**config.mk**
```make
export PLATFORM = sky130hd
export DESIGN_NAME = lii_gearbox_wrapper
export DESIGN_NICKNAME = d
export VERILOG_FILES = /design/src/rtl/lii_gearbox_wrapper.sv
export SDC_FILE = /design/constraint.sdc
export NUM_CORES = 1
export LEC_CHECK = 0
export ABC_AREA = 1
export CAP_MARGIN = 20
export CORE_AREA = 2 2 132 134
export DETAILED_ROUTE_END_ITERATION = 6
export DIE_AREA = 0 0 134 136
export PLACE_DENSITY_LB_ADDON = 0.15
export SETUP_SLACK_MARGIN = 0.3
export SKIP_LAST_GASP = 1
export SLEW_MARGIN = 20
export SYNTH_ARGS = -nofsm -noshare
export SYNTH_HDL_FRONTEND = slang
export SYNTH_SLANG_ARGS = --single-unit
```
**constraint.sdc**
```tcl
create_clock -name aclk -period 2.8 [get_ports aclk]
set_clock_uncertainty 0.1 [all_clocks]
set_input_delay 0.28 -clock aclk [delete_from_list [all_inputs] [get_ports aclk]]
set_output_delay 0.28 -clock aclk [all_outputs]
set_load 0.02 [all_outputs]
```
**src/rtl/lii_gearbox_wrapper.sv**
```systemverilog
`default_nettype none
// ============================================================================
// Module   : lii_gearbox_wrapper
// Purpose  : LII phy <-> HLS stream gearbox (PW-bit beats to IW/OW words)
// Revision : 1.0 - initial release
// ============================================================================
module lii_gearbox_wrapper #(
  parameter int         PW     = 64,
  parameter int         IW     = 16,
  parameter int         OW     = 32,
  parameter logic [7:0] MY_ID  = 8'd0,
  parameter logic [7:0] DST_ID = 8'd1
) (
  input  logic          aclk,
  input  logic          arstn,
  input  logic [PW-1:0] lii_in_p0_tdata,
  input  logic          lii_in_p0_tvalid,
  output logic          lii_in_p0_tready,
  input  logic [7:0]    lii_in_p0_src,
  input  logic [7:0]    lii_in_p0_dst,
  output logic [PW-1:0] lii_out_p0_tdata,
  output logic          lii_out_p0_tvalid,
  input  logic          lii_out_p0_tready,
  output logic [7:0]    lii_out_p0_src,
  output logic [7:0]    lii_out_p0_dst,
  output logic [IW-1:0] in_stream_tdata,
  output logic          in_stream_tvalid,
  input  logic          in_stream_tready,
  input  logic [OW-1:0] out_stream_tdata,
  input  logic          out_stream_tvalid,
  output logic          out_stream_tready,
  input  logic          out_stream_tlast,
  output logic          ce,
  output logic [15:0]   drop_count
);

  localparam int c_K_IN  = PW / IW;
  localparam int c_K_OUT = PW / OW;
  localparam int c_ICW   = (c_K_IN  > 1) ? $clog2(c_K_IN)  : 1;
  localparam int c_OCW   = (c_K_OUT > 1) ? $clog2(c_K_OUT) : 1;
  localparam logic [c_ICW-1:0] c_ICNT_LAST = c_ICW'(c_K_IN - 1);
  localparam logic [c_OCW-1:0] c_OCNT_LAST = c_OCW'(c_K_OUT - 1);

  // ---------------------------------------------------------------- input
  logic [PW-1:0]    r_ibuf;
  logic             r_ibuf_valid;
  logic [c_ICW-1:0] r_icnt;
  logic [15:0]      r_drop_count;

  logic w_in_last;
  logic w_in_xfer;
  logic w_in_match;
  logic w_word_xfer;
  logic w_unused_src;

  assign w_in_last        = (r_icnt == c_ICNT_LAST);
  assign lii_in_p0_tready = !r_ibuf_valid | (in_stream_tready & w_in_last);
  assign w_in_xfer        = lii_in_p0_tvalid & lii_in_p0_tready;
  assign w_in_match       = (lii_in_p0_dst == MY_ID);
  assign w_word_xfer      = r_ibuf_valid & in_stream_tready;
  assign w_unused_src     = &{1'b0, lii_in_p0_src};

  assign in_stream_tvalid = r_ibuf_valid;
  assign in_stream_tdata  = r_ibuf[int'(r_icnt)*IW +: IW];
  assign drop_count       = r_drop_count;

  always_ff @(posedge aclk or negedge arstn) begin
    if (!arstn) begin
      r_ibuf       <= '0;
      r_ibuf_valid <= 1'b0;
      r_icnt       <= '0;
      r_drop_count <= '0;
    end else begin
      if (w_word_xfer) begin
        if (w_in_last) begin
          r_icnt       <= '0;
          r_ibuf_valid <= 1'b0;
        end else begin
          r_icnt <= r_icnt + 1'b1;
        end
      end
      // A matching load wins over the free on the same edge
      if (w_in_xfer && w_in_match) begin
        r_ibuf       <= lii_in_p0_tdata;
        r_ibuf_valid <= 1'b1;
        r_icnt       <= '0;
      end
      if (w_in_xfer && !w_in_match && (r_drop_count != 16'hFFFF)) begin
        r_drop_count <= r_drop_count + 16'd1;
      end
    end
  end

  // --------------------------------------------------------------- output
  logic [PW-1:0]    r_acc;
  logic [PW-1:0]    r_obuf;
  logic             r_obuf_valid;
  logic [c_OCW-1:0] r_ocnt;

  logic          w_stall;
  logic          w_out_xfer;
  logic          w_flush;
  logic [PW-1:0] w_acc_next;
  logic [PW-1:0] w_beat;

  assign w_stall           = r_obuf_valid & !lii_out_p0_tready;
  assign out_stream_tready = !w_stall;
  assign ce                = !w_stall;
  assign w_out_xfer        = out_stream_tvalid & !w_stall;
  assign w_flush           = (r_ocnt == c_OCNT_LAST) | out_stream_tlast;

  assign lii_out_p0_tdata  = r_obuf;
  assign lii_out_p0_tvalid = r_obuf_valid;
  assign lii_out_p0_src    = MY_ID;
  assign lii_out_p0_dst    = DST_ID;

  always_comb begin
    w_acc_next = r_acc;
    w_acc_next[int'(r_ocnt)*OW +: OW] = out_stream_tdata;
    w_beat = w_acc_next;
    // Lanes above the current word are zeroed on an early flush
    for (int l = 0; l < c_K_OUT; l++) begin
      if (l > int'(r_ocnt)) begin
        w_beat[l*OW +: OW] = '0;
      end
    end
  end

  always_ff @(posedge aclk or negedge arstn) begin
    if (!arstn) begin
      r_acc        <= '0;
      r_obuf       <= '0;
      r_obuf_valid <= 1'b0;
      r_ocnt       <= '0;
    end else begin
      if (r_obuf_valid && lii_out_p0_tready) begin
        r_obuf_valid <= 1'b0;
      end
      if (w_out_xfer) begin
        if (w_flush) begin
          r_obuf       <= w_beat;
          r_obuf_valid <= 1'b1;
          r_ocnt       <= '0;
          r_acc        <= '0;
        end else begin
          r_acc  <= w_acc_next;
          r_ocnt <= r_ocnt + 1'b1;
        end
      end
    end
  end

endmodule
`default_nettype wire

```
==> metrics.md, run 1 <==
| Metric | Value |
|---|---|
| Maximum number of pins on one net before global-route repair | `67` |
| Number of failing setup endpoints in the final timing report | `0` |
| Result of the run | `complete, no violations` |
| Power share of the clock group | `a little under a third` |
| Register share of total power | `37.1%` |
| Headroom to the max-slew limit | `about two thirds` |
| Final period demand of the worst path | `2.47 ns` |
| Clock tree buffer depth | `2` |
| Post-Layout Inst Area | `approximately 11000 sq um` |
| Height of the chip | `around 140 um` |
| Psw | `2.92 mW` |
| Final worst setup slack | `0.332 ns` |
| Critical path capture point type | `output port` |
| Instance count after placement with tap cells included | `around 1.4k` |
| Post-synthesis instance total | `between 1k and 1.5k` |
| Final Instance Count excl. Fillers | `1474` |
| Starting DRT DRC Count | `~410` |
| Die W | `134 um` |
| Worst hold slack across all endpoints | `~0.28 ns` |
| VDD IR max | `between 0.5 and 0.6 mV` |
| Critical hold path startpoint | `lii_in_p0_tdata[17]` |
| Share of the core filled with cells in the final layout | `66.4%` |
| Sequential cell area fraction in the yosys report | `54.8%` |
| Delay of the slowest cell on the worst path | `0.63 ns` |
| Max cap viols | `0` |
| Final hold violation count | `0` |
| Synthesized flop and latch total | `181` |
| Most used cells in the layout excluding fill and tap cells | `sky130_fd_sc_hd__nand2_1, sky130_fd_sc_hd__clkdlybuf4s50_1, sky130_fd_sc_hd__dfrtp_1, sky130_fd_sc_hd__o21ai_0, sky130_fd_sc_hd__nor2_1` |
| Fillers | `roughly 1.5k` |
| Setup slack of the most critical reg-to-reg path | `between 0.7 and 0.8 ns` |
| Crit start category | `flop` |
| Period utilisation layout | `a little under 90%` |
| Power density cells | `786 nW/um^2` |
| Share of cells above drive strength 1 | `5.76%` |
| Number of buffers created by CTS | `17` |
| CTS sink cnt | `about 180` |
| Most used flip-flop cell after synthesis | `sky130_fd_sc_hd__dfrtp_1` |
| Standard cell area after detailed placement | `10500 sq um` |
| Capture instance of the worst register-to-register path | `drop_count[2]$_DFFE_PN0P_` |
| Worst path required time | `roughly 2.4 ns` |
| Area of the core | `roughly 17000 sq um` |
| Setup TNS Final | `0 ns` |
| Setup repair after global routing missed its margin | `yes` |
| Per-cell via count in the routed design | `4.93` |
| Leftover overflow at the end of global routing | `0` |
| CTS tree | `built` |
| Count of antenna diodes in the layout | `0` |
| GR Util All Layers | `around a quarter` |
| FF-to-FF path depth | `10` |
| Routed wirelength normalized by instance count | `14.4 um` |
| Async set-reset flop share out of synthesis | `100%` |
| Type of the worst setup path | `reg2out` |
| Starting Density | `49.0%` |
| Most common cell after layout, fill and taps aside | `sky130_fd_sc_hd__nand2_1` |
| Number of global-route vias before repair | `6728` |
| Final RePlAce weighted congestion | `approximately 0.81` |
| CTS H-tree depth | `4` |
| Worst Path Arrival | `2.09 ns` |
| Achievable Freq | `405 MHz` |
| Synthesized area | `~8300 sq um` |
| Core Rows | `48` |
| Total iterations of the first detailed-routing run | `5` |
| Worst hold endpoint | `r_ibuf[17]$_DFFE_PN0P_` |
| HPWL reported at the end of detailed placement | `between 10 and 15 mm` |
| Clock transition at the registers of the reported paths | `0.06 ns` |
| # DRC | `0` |
| Instance count along the most critical hold path | `3` |
| Part of the total power dissipated in combinational logic | `roughly a third` |
| CP Max Fanout | `18` |
| Total number of vias | `approximately 7.3k` |
| CTS Root Buffer Type | `sky130_fd_sc_hd__clkbuf_16` |
| Yosys Warn Count | `0` |
| Antenna violations before repair | `0` |
| Cells traversed along the worst timing path | `buf_4 > ha_1 > nand2_1 > nand2_1 > clkdlybuf4s50_1` |
| I/O pins | `between 200 and 250` |
| Worst-case setup slack after placement | `0.626 ns` |
| Area growth from synthesis to layout | `35.6%` |
| Avg Synthesized Cell Area | `7.91 sq um` |
| Final Power | `between 8 and 9 mW` |
| WL final | `21.2 mm` |
| Switching Share | `33.1%` |
| Post-synth cell types | `27` |
| EDFF count, synth | `0` |
| Critical register-to-register path startpoint | `r_icnt[1]$_DFFE_PN0P_` |
| Most repeated library cell on the critical path | `sky130_fd_sc_hd__nand2_1` |
| Nets@finish | `1357` |
| Design internal power | `5.90 mW` |
| Count of buffers from port buffering | `around 210` |
| Pins Over Slew Limit | `0` |
| Antenna Violating Nets Remaining | `0` |
| Max stage delay cell, worst path | `sky130_fd_sc_hd__clkdlybuf4s50_1` |
| Leakage Power | `5.81 nW` |
| Die ar. | `18200 sq um` |
| Worst-skew pair later-pin latency | `0.43 ns` |
| HP Class | `in2reg` |
| Worst-Margin Slew | `0.521 ns` |
| First-pass GRT wire length | `approximately 34 mm` |
-- sequential cells by signal, indices dropped and copies added, names as in the netlist --
signal,flops
drop_count,16
in_stream_tvalid,1
lii_out_p0_tdata,64
lii_out_p0_tvalid,1
r_acc,32
r_ibuf,64
r_icnt,2
r_ocnt,1
-- how the worst max path moves through the flow --
stage | start | endpoint
finish | r_icnt[1]$_DFFE_PN0P_ | lii_in_p0_tready
global placement | r_icnt[0]$_DFFE_PN0P_ | in_stream_tdata[7]
detailed placement | r_icnt[0]$_DFFE_PN0P_ | in_stream_tdata[7]
global route | r_icnt[1]$_DFFE_PN0P_ | lii_in_p0_tready
floorplan | r_icnt[1]$_DFFE_PN0P_ | r_ibuf[10]$_DFFE_PN0P_
CTS | r_icnt[0]$_DFFE_PN0P_ | in_stream_tdata[7]
-- kinds of logic after synthesis --
| kind of cell | count (synthesis) | share of synthesized area (%) |
|---|---|---|
| buf+inv | 117 | 6.97 |
| other cells | 2 | 0.0909 |
| simple gates | 620 | 29.6 |
| xor+xnor | 7 | 0.742 |
| compound gates | 116 | 7.44 |
| flops | 181 | 54.8 |
| fa+ha+maj | 2 | 0.303 |
-- worst max-delay path, delay by kind of cell, from the launching register on --
family,cells,cell delay (ns)
fa+ha+maj,1,0.21
buf+inv,2,0.87
flops,1,0.39
simple gates,2,0.19
-- power groups by stage --
stage               clock network [mW]  logic [mW]  registers, mW
detailed placement                   0        2.93           3.30
global route                      2.81        3.15           3.32
floorplan                            0        1.26           3.59
global placement                     0        2.90           3.29
CTS                               2.69        2.95           3.27
finish                            2.65        2.89           3.27
-- cells in the mapped netlist, types with 4 or more instances --
master,count,share of area [%]
sky130_fd_sc_hd__nor2_2,4,0.30
sky130_fd_sc_hd__nand4_1,5,0.38
sky130_fd_sc_hd__nand3_1,40,2.4
sky130_fd_sc_hd__o22ai_1,16,1.2
sky130_fd_sc_hd__buf_2,19,1.2
sky130_fd_sc_hd__inv_2,6,0.27
sky130_fd_sc_hd__xnor2_1,4,0.42
sky130_fd_sc_hd__nor2_1,50,2.3
sky130_fd_sc_hd__nand2_1,512,23
sky130_fd_sc_hd__dfrtp_1,181,55
sky130_fd_sc_hd__clkbuf_1,22,1.0
sky130_fd_sc_hd__buf_4,26,2.4
sky130_fd_sc_hd__o21ai_1,37,2.2
sky130_fd_sc_hd__o21ai_0,60,3.6
sky130_fd_sc_hd__inv_1,40,1.8
-- layout make-up --
class	count	area, sq um	area share, %
flip-flops and latches	181	4530	40.4
multi-input cells	761	3210	28.7
repair buffers	229	2350	21.0
clock buffers	21	460	4.11
well taps	225	282	2.51
clock inverters	11	198	1.76
inverters	46	176	1.57
-- timing repair --
| action | CTS | global route |
|---|---|---|
| setup buffers | 0 | 0 |
| hold buffers | 1 | 0 |
| resized for setup | 3 | 16 |
| setup endpoints to repair | 17 | 16 |
| endpoints found under the hold margin | 60 | 0 |
-- metal layers --
| metal | wire length, um | vias to the layer above | track usage, % | share of wire [%] |
|---|---|---|---|---|
| met2 | 9670 | 197 | 36.1 | 46 |
| met4 | 418 | 0 | 8.16 | 2.0 |
| li1 | - | 3602 | - | - |
| met1 | 9900 | 3445 | 34.2 | 47 |
| met3 | 1230 | 24 | 5.00 | 5.8 |
| met5 | 0 | - | 0 | 0 |
Power figures use the tool's default switching activity.
==> inputs of run 2 (changes only) <==
PLACE_DENSITY = 0.82   (was not set)
PLACE_DENSITY_LB_ADDON = not set   (was 0.15)
==> run 2 against run 1 <==
- clock power decreased by 8.3%
- worst hold slack lost 0.0044 ns
- largest power group unchanged
- register-to-register slack hardly changed
- critical path type unchanged
- cell count barely moved
- sequential power about the same
==> metrics.md, run 2 (synthesized netlist as in run 1, its figures left out) <==
| Metric | Value |
|---|---|
| Final RePlAce weighted congestion | `about 0.84` |
| VDD IR max | `0.439 mV` |
| Worst hold slack across all endpoints | `0.280 ns` |
| WL final | `22.4 mm` |
| FF-to-FF path depth | `11` |
| # DRC | `0` |
| Achievable Freq | `406 MHz` |
| Number of buffers created by CTS | `17` |
| CTS Root Buffer Type | `sky130_fd_sc_hd__clkbuf_16` |
| Post-Layout Inst Area | `11100 sq um` |
| Count of buffers added by post-CTS timing repair for setup | `0` |
| Most repeated library cell on the critical path | `sky130_fd_sc_hd__nand2_1` |
| Per-cell via count in the routed design | `between 5 and 6` |
| Most used cells in the layout excluding fill and tap cells | `sky130_fd_sc_hd__nand2_1, sky130_fd_sc_hd__clkdlybuf4s50_1, sky130_fd_sc_hd__dfrtp_1, sky130_fd_sc_hd__o21ai_0, sky130_fd_sc_hd__nor2_1` |
| Psw | `around 3.0 mW` |
| CTS H-tree depth | `4` |
| Clock transition at the registers of the reported paths | `0.07 ns` |
| Crit start category | `flop` |
| Worst-Margin Slew | `0.593 ns` |
| Area growth from synthesis to layout | `34.9%` |
| Number of global-route vias before repair | `7287` |
| GR Util All Layers | `approximately a quarter` |
| Pins Over Slew Limit | `0` |
| Critical register-to-register path startpoint | `r_icnt[0]$_DFFE_PN0P_` |
| Part of the total power dissipated in combinational logic | `34.1%` |
| Clock tree buffer depth | `2` |
| Die W | `134 um` |
| Share of cells above drive strength 1 | `5.77%` |
| Setup repair after global routing missed its margin | `yes` |
| First-pass GRT wire length | `35.9 mm` |
| Leakage Power | `5.78 nW` |
| Height of the chip | `136 um` |
| Total iterations of the first detailed-routing run | `5` |
| Share of the core filled with cells in the final layout | `roughly 66%` |
| Switching Share | `35.1%` |
| Leftover overflow at the end of global routing | `0` |
| Design internal power | `about 5.6 mW` |
| Nets@finish | `1356` |
| Setup TNS Final | `0 ns` |
| Standard cell area after detailed placement | `10500 sq um` |
| Antenna violations before repair | `0` |
| Max stage delay cell, worst path | `sky130_fd_sc_hd__clkdlybuf4s50_1` |
| Cells traversed along the worst timing path | `buf_6 > ha_1 > nand2_1 > nand2_1 > clkdlybuf4s50_1` |
| Result of the run | `complete, no violations` |
| Routed wirelength normalized by instance count | `15.2 um` |
| Power density cells | `776 nW/um^2` |
| Register share of total power | `a little under two fifths` |
| CTS sink cnt | `181` |
| Period utilisation layout | `87.9%` |
| Count of buffers from port buffering | `211` |
| HP Class | `in2async` |
| Beginning of the critical path | `r_icnt[0]$_DFFE_PN0P_` |
| Count of antenna diodes in the layout | `0` |
| Worst path required time | `roughly 2.4 ns` |
| Power share of the clock group | `between 20 and 30%` |
| Area of the core | `16900 sq um` |
| Setup slack of the most critical reg-to-reg path | `between 0.7 and 0.8 ns` |
| Final Power | `just under 9 mW` |
| Most common cell after layout, fill and taps aside | `sky130_fd_sc_hd__nand2_1` |
| Delay of the slowest cell on the worst path | `0.62 ns` |
| Number of failing setup endpoints in the final timing report | `0` |
| Max cap viols | `0` |
| Headroom to the max-slew limit | `about three fifths` |
| Final hold violation count | `0` |
| Starting Density | `between 40% and 50%` |
| Capture instance of the worst register-to-register path | `r_ibuf[57]$_DFFE_PN0P_` |
| Total number of vias | `roughly 7.5k` |
| Type of the worst setup path | `reg2out` |
| CP Max Fanout | `35` |
| Final period demand of the worst path | `2.46 ns` |
| Starting DRT DRC Count | `a little over 600` |
| Die ar. | `18200 sq um` |
| HPWL reported at the end of detailed placement | `roughly 15 mm` |
| Antenna Violating Nets Remaining | `0` |
| I/O pins | `around 240` |
| Maximum number of pins on one net before global-route repair | `66` |
| Worst setup endpoint | `lii_in_p0_tready` |
| Core Rows | `48` |
| Worst Path Arrival | `between 2 and 2.5 ns` |
| Critical path capture point type | `output port` |
| Worst-skew pair later-pin latency | `0.44 ns` |
| CTS tree | `built` |
run 2: cell count changes in the layout (fill, tap and decap cells not counted), sizes merged:
cell,previous run,this run
clkinv,4,3
inv,46,52
bufinv,5,2
clkinvlp,2,3
clkbuf,22,18
run 2: per-layer routing:
layer  up-vias  track usage [%]  wire (um)
met5         -                0          0
met1      3550             31.9       9030
met3        38             5.70       1760
met4         0             10.4        512
li1       3616                -          -
met2       323             41.4      11100
run 2: final cells by class:
| cell class | instances | area, sq um |
|---|---|---|
| clock buffers | 18 | 429 |
| clock inverters | 14 | 166 |
| fillers | 1368 | 5730 |
| inverters | 46 | 176 |
| multi-input cells | 761 | 3210 |
| flip-flops and latches | 181 | 4530 |
| well taps | 225 | 282 |
| repair buffers | 228 | 2350 |
run 2: how the worst min path moves through the flow:
stage / end / depth (start not counted) / start
floorplan: drop_count[0]$_DFFE_PN0P_ / 0 / arstn
global placement: drop_count[6]$_DFFE_PN0P_ / 1 / arstn
detailed placement: in_stream_tvalid$_DFFE_PN0P_ / 1 / arstn
CTS: r_ibuf[22]$_DFFE_PN0P_ / 3 / lii_in_p0_tdata[22]
global route: r_ibuf[16]$_DFFE_PN0P_ / 3 / lii_in_p0_tdata[16]
finish: in_stream_tvalid$_DFFE_PN0P_ / 2 / arstn
run 2: worst max-delay path: cells and delay by family (launching register included):
| kind | cells | cell delay (ns) |
|---|---|---|
| adders and majority gates | 1 | 0.23 |
| buffers and inverters | 2 | 0.88 |
| DFF | 1 | 0.37 |
| and+or+nand+nor | 2 | 0.16 |
run 2: stage by stage:
step	std cells	worst slack (ns)
after global routing	1473	0.238
after CTS	1473	0.306
after detailed placement	1440	0.659
final	1473	0.338
after floorplan	1059	1.03
after global placement	1440	0.642
run 2: what timing repair did:
item / in CTS / in global routing
resized for setup: 3 / 15
hold buffers: 1 / 0
endpoints found under the hold margin: 58 / 0
gates cloned: 0 / 0
setup endpoints to repair: 17 / 16
pin swaps: 0 / 0
run 2: power by group through the flow:
stage / Combinational, mW / Sequential, mW / Clock [mW]
floorplan: 1.26 / 3.59 / 0
global placement: 2.91 / 3.29 / 0
detailed placement: 2.97 / 3.30 / 0
CTS: 2.99 / 3.27 / 2.46
global route: 3.20 / 3.32 / 2.56
finish: 2.94 / 3.27 / 2.43
==> inputs of run 3 (changes only) <==
CTS_BUF_LIST = sky130_fd_sc_hd__clkbuf_2 sky130_fd_sc_hd__clkbuf_4 sky130_fd_sc_hd__clkbuf_8   (was not set)
==> run 3 against run 2 <==
- critical path depth unchanged
- highest routed layer unchanged
- power decreased by 6.9%
- flip-flop and latch count unchanged
- sequential power about the same
- design area decreased by 1.7%
- worst hold slack got worse by 0.041 ns
- die area unchanged
- worst setup slack improved by 0.16 ns
- wire length increased by 0.29%
- sequential share of layout area increased by 0.72 points
==> metrics.md, run 3 (synthesized netlist as in run 1, its figures left out) <==
| Metric | Value |
|---|---|
| Result of the run | `complete, no violations` |
| Delay of the slowest cell on the worst path | `roughly 0.42 ns` |
| Core Rows | `48` |
| Leftover overflow at the end of global routing | `0` |
| First-pass GRT wire length | `around 36 mm` |
| CTS tree | `built` |
| Count of buffers added by post-CTS timing repair for setup | `0` |
| Worst hold slack across all endpoints | `0.239 ns` |
| Worst-skew pair later-pin latency | `0.46 ns` |
| Area of the core | `roughly 17000 sq um` |
| Leakage Power | `between 5 and 6 nW` |
| Cells traversed along the worst timing path | `inv_2 > buf_12 > nor2_1 > o22ai_1 > dlygate4sd2_1` |
| Total iterations of the first detailed-routing run | `6` |
| Nets@finish | `1356` |
| WL final | `22.5 mm` |
| Worst-Margin Slew | `between 0.5 and 0.6 ns` |
| Critical path capture point type | `output port` |
| Setup TNS Final | `0 ns` |
| Wl on met1 | `between 9 and 10 mm` |
| Total number of vias | `~7.5k` |
| Headroom to the max-slew limit | `60.3%` |
| Worst path required time | `2.42 ns` |
| I/O pins | `236` |
| Share of cells above drive strength 1 | `under 10%` |
| Routed wirelength normalized by instance count | `between 15 and 20 um` |
| CTS H-tree depth | `4` |
| Die W | `approximately 130 um` |
| Crit start category | `flop` |
| Antenna violations before repair | `0` |
| HPWL reported at the end of detailed placement | `15.1 mm` |
| Max cap viols | `0` |
| Multi-input combinational cell area | `3210 sq um` |
| Height of the chip | `around 140 um` |
| Setup repair after global routing missed its margin | `no` |
| Starting DRT DRC Count | `590` |
| Top layer in use | `met4` |
| Final RePlAce weighted congestion | `0.836` |
| Count of buffers from port buffering | `approximately 210` |
| Per-cell via count in the routed design | `5.10` |
| Final period demand of the worst path | `2.30 ns` |
| Max stage delay cell, worst path | `sky130_fd_sc_hd__dfrtp_1` |
| Achievable Freq | `about 430 MHz` |
| Routed length on met2 | `between 10 and 15 mm` |
| CTS Root Buffer Type | `sky130_fd_sc_hd__clkbuf_8` |
| Pins Over Slew Limit | `0` |
| Die ar. | `between 15000 and 20000 sq um` |
| Count of antenna diodes in the layout | `0` |
| # DRC | `0` |
| Period utilisation layout | `approximately 82%` |
| Power density cells | `between 700 and 800 nW/um^2` |
| Maximum number of pins on one net before global-route repair | `66` |
| Number of buffers created by CTS | `17` |
| Most common cell after layout, fill and taps aside | `sky130_fd_sc_hd__nand2_1` |
| Final hold violation count | `0` |
| Clock transition at the registers of the reported paths | `about 0.10 ns` |
| Clock tree buffer depth | `2` |
| Total length of routed met3 wires | `around 1.7 mm` |
| CP Max Fanout | `24` |
| Setup slack of the most critical reg-to-reg path | `0.78 ns` |
| HP Class | `in2reg` |
| VDD IR max | `0.418 mV` |
| Fillers | `1398` |
| Worst Path Arrival | `1.92 ns` |
| Antenna Violating Nets Remaining | `0` |
| GR Util All Layers | `24.9%` |
| Type of the worst setup path | `reg2out` |
| Sequential cell area | `4530 sq um` |
| Number of global-route vias before repair | `7278` |
| Number of failing setup endpoints in the final timing report | `0` |
| Starting Density | `roughly 50%` |
| Area growth from synthesis to layout | `32.5%` |
| CTS sink cnt | `181` |
| Most used cells in the layout excluding fill and tap cells | `sky130_fd_sc_hd__nand2_1, sky130_fd_sc_hd__clkdlybuf4s50_1, sky130_fd_sc_hd__dfrtp_1, sky130_fd_sc_hd__o21ai_0, sky130_fd_sc_hd__nor2_1` |
## run 3: what timing repair did
| action | CTS | global route |
|---|---|---|
| hold buffers | 1 | 0 |
| resized for setup | 8 | 13 |
| endpoints found under the hold margin | 58 | 0 |
| endpoints found under the setup margin | 17 | 13 |
| cloned | 0 | 0 |
## run 3: area by class of cell
| cell class | instances | area share, % |
|---|---|---|
| sequential | 181 | 41.4 |
| multi-input combinational | 761 | 29.3 |
| timing repair buffer | 228 | 21.4 |
| tap | 225 | 2.57 |
| clock buffer | 18 | 2.21 |
| inverter | 46 | 1.61 |
| clock inverter | 14 | 1.52 |
## run 3: path summary, 6_finish.rpt
path | startpoint | endpoint | cells past startpoint
min in group asynchronous | arstn | drop_count[6]$_DFFE_PN0P_ | 2
worst max-delay path | r_icnt[0]$_DFFE_PN0P_ | in_stream_tdata[5] | 5
worst max register to register | r_icnt[1]$_DFFE_PN0P_ | drop_count[4]$_DFFE_PN0P_ | 10
max in group asynchronous | arstn | r_ibuf[10]$_DFFE_PN0P_ | 3
worst min-delay path | lii_in_p0_tdata[32] | r_ibuf[32]$_DFFE_PN0P_ | 3
worst min register to register | lii_out_p0_tdata[11]$_DFFE_PN0P_ | lii_out_p0_tdata[11]$_DFFE_PN0P_ | 2
## run 3: critical path, delay by kind of cell (launching register included)
| family | cells | cell delay (ns) |
|---|---|---|
| flops | 1 | 0.42 |
| buf+inv | 3 | 0.77 |
| simple gates | 1 | 0.06 |
| compound gates | 1 | 0.23 |
## run 3: per-layer routing
layer	up-vias	GRT usage (%)
met5	-	0
met4	0	7.98
met3	32	6.15
met2	302	41.7
met1	3570	32.1
li1	3609	-
## run 3: stage by stage
step / utilization, % / total power [mW] / cell area [sq um] / worst slack, ns / instances
CTS: 64.7 / 8.11 / 10900 / 0.288 / 1473
floorplan: - / 4.84 / 8320 / 1.03 / 1059
finish: 64.9 / 8.05 / 11000 / 0.497 / 1473
global route: 64.9 / 8.47 / 11000 / 0.424 / 1473
global placement: 62.2 / 6.20 / 10500 / 0.642 / 1440
detailed placement: 62.2 / 6.27 / 10500 / 0.659 / 1440
## run 3: where the power goes
group          internal, mW  total (mW)  switching [mW]
combinational          1.25        2.94            1.69
clock                 0.833        1.84            1.01
sequential             3.00        3.27           0.275
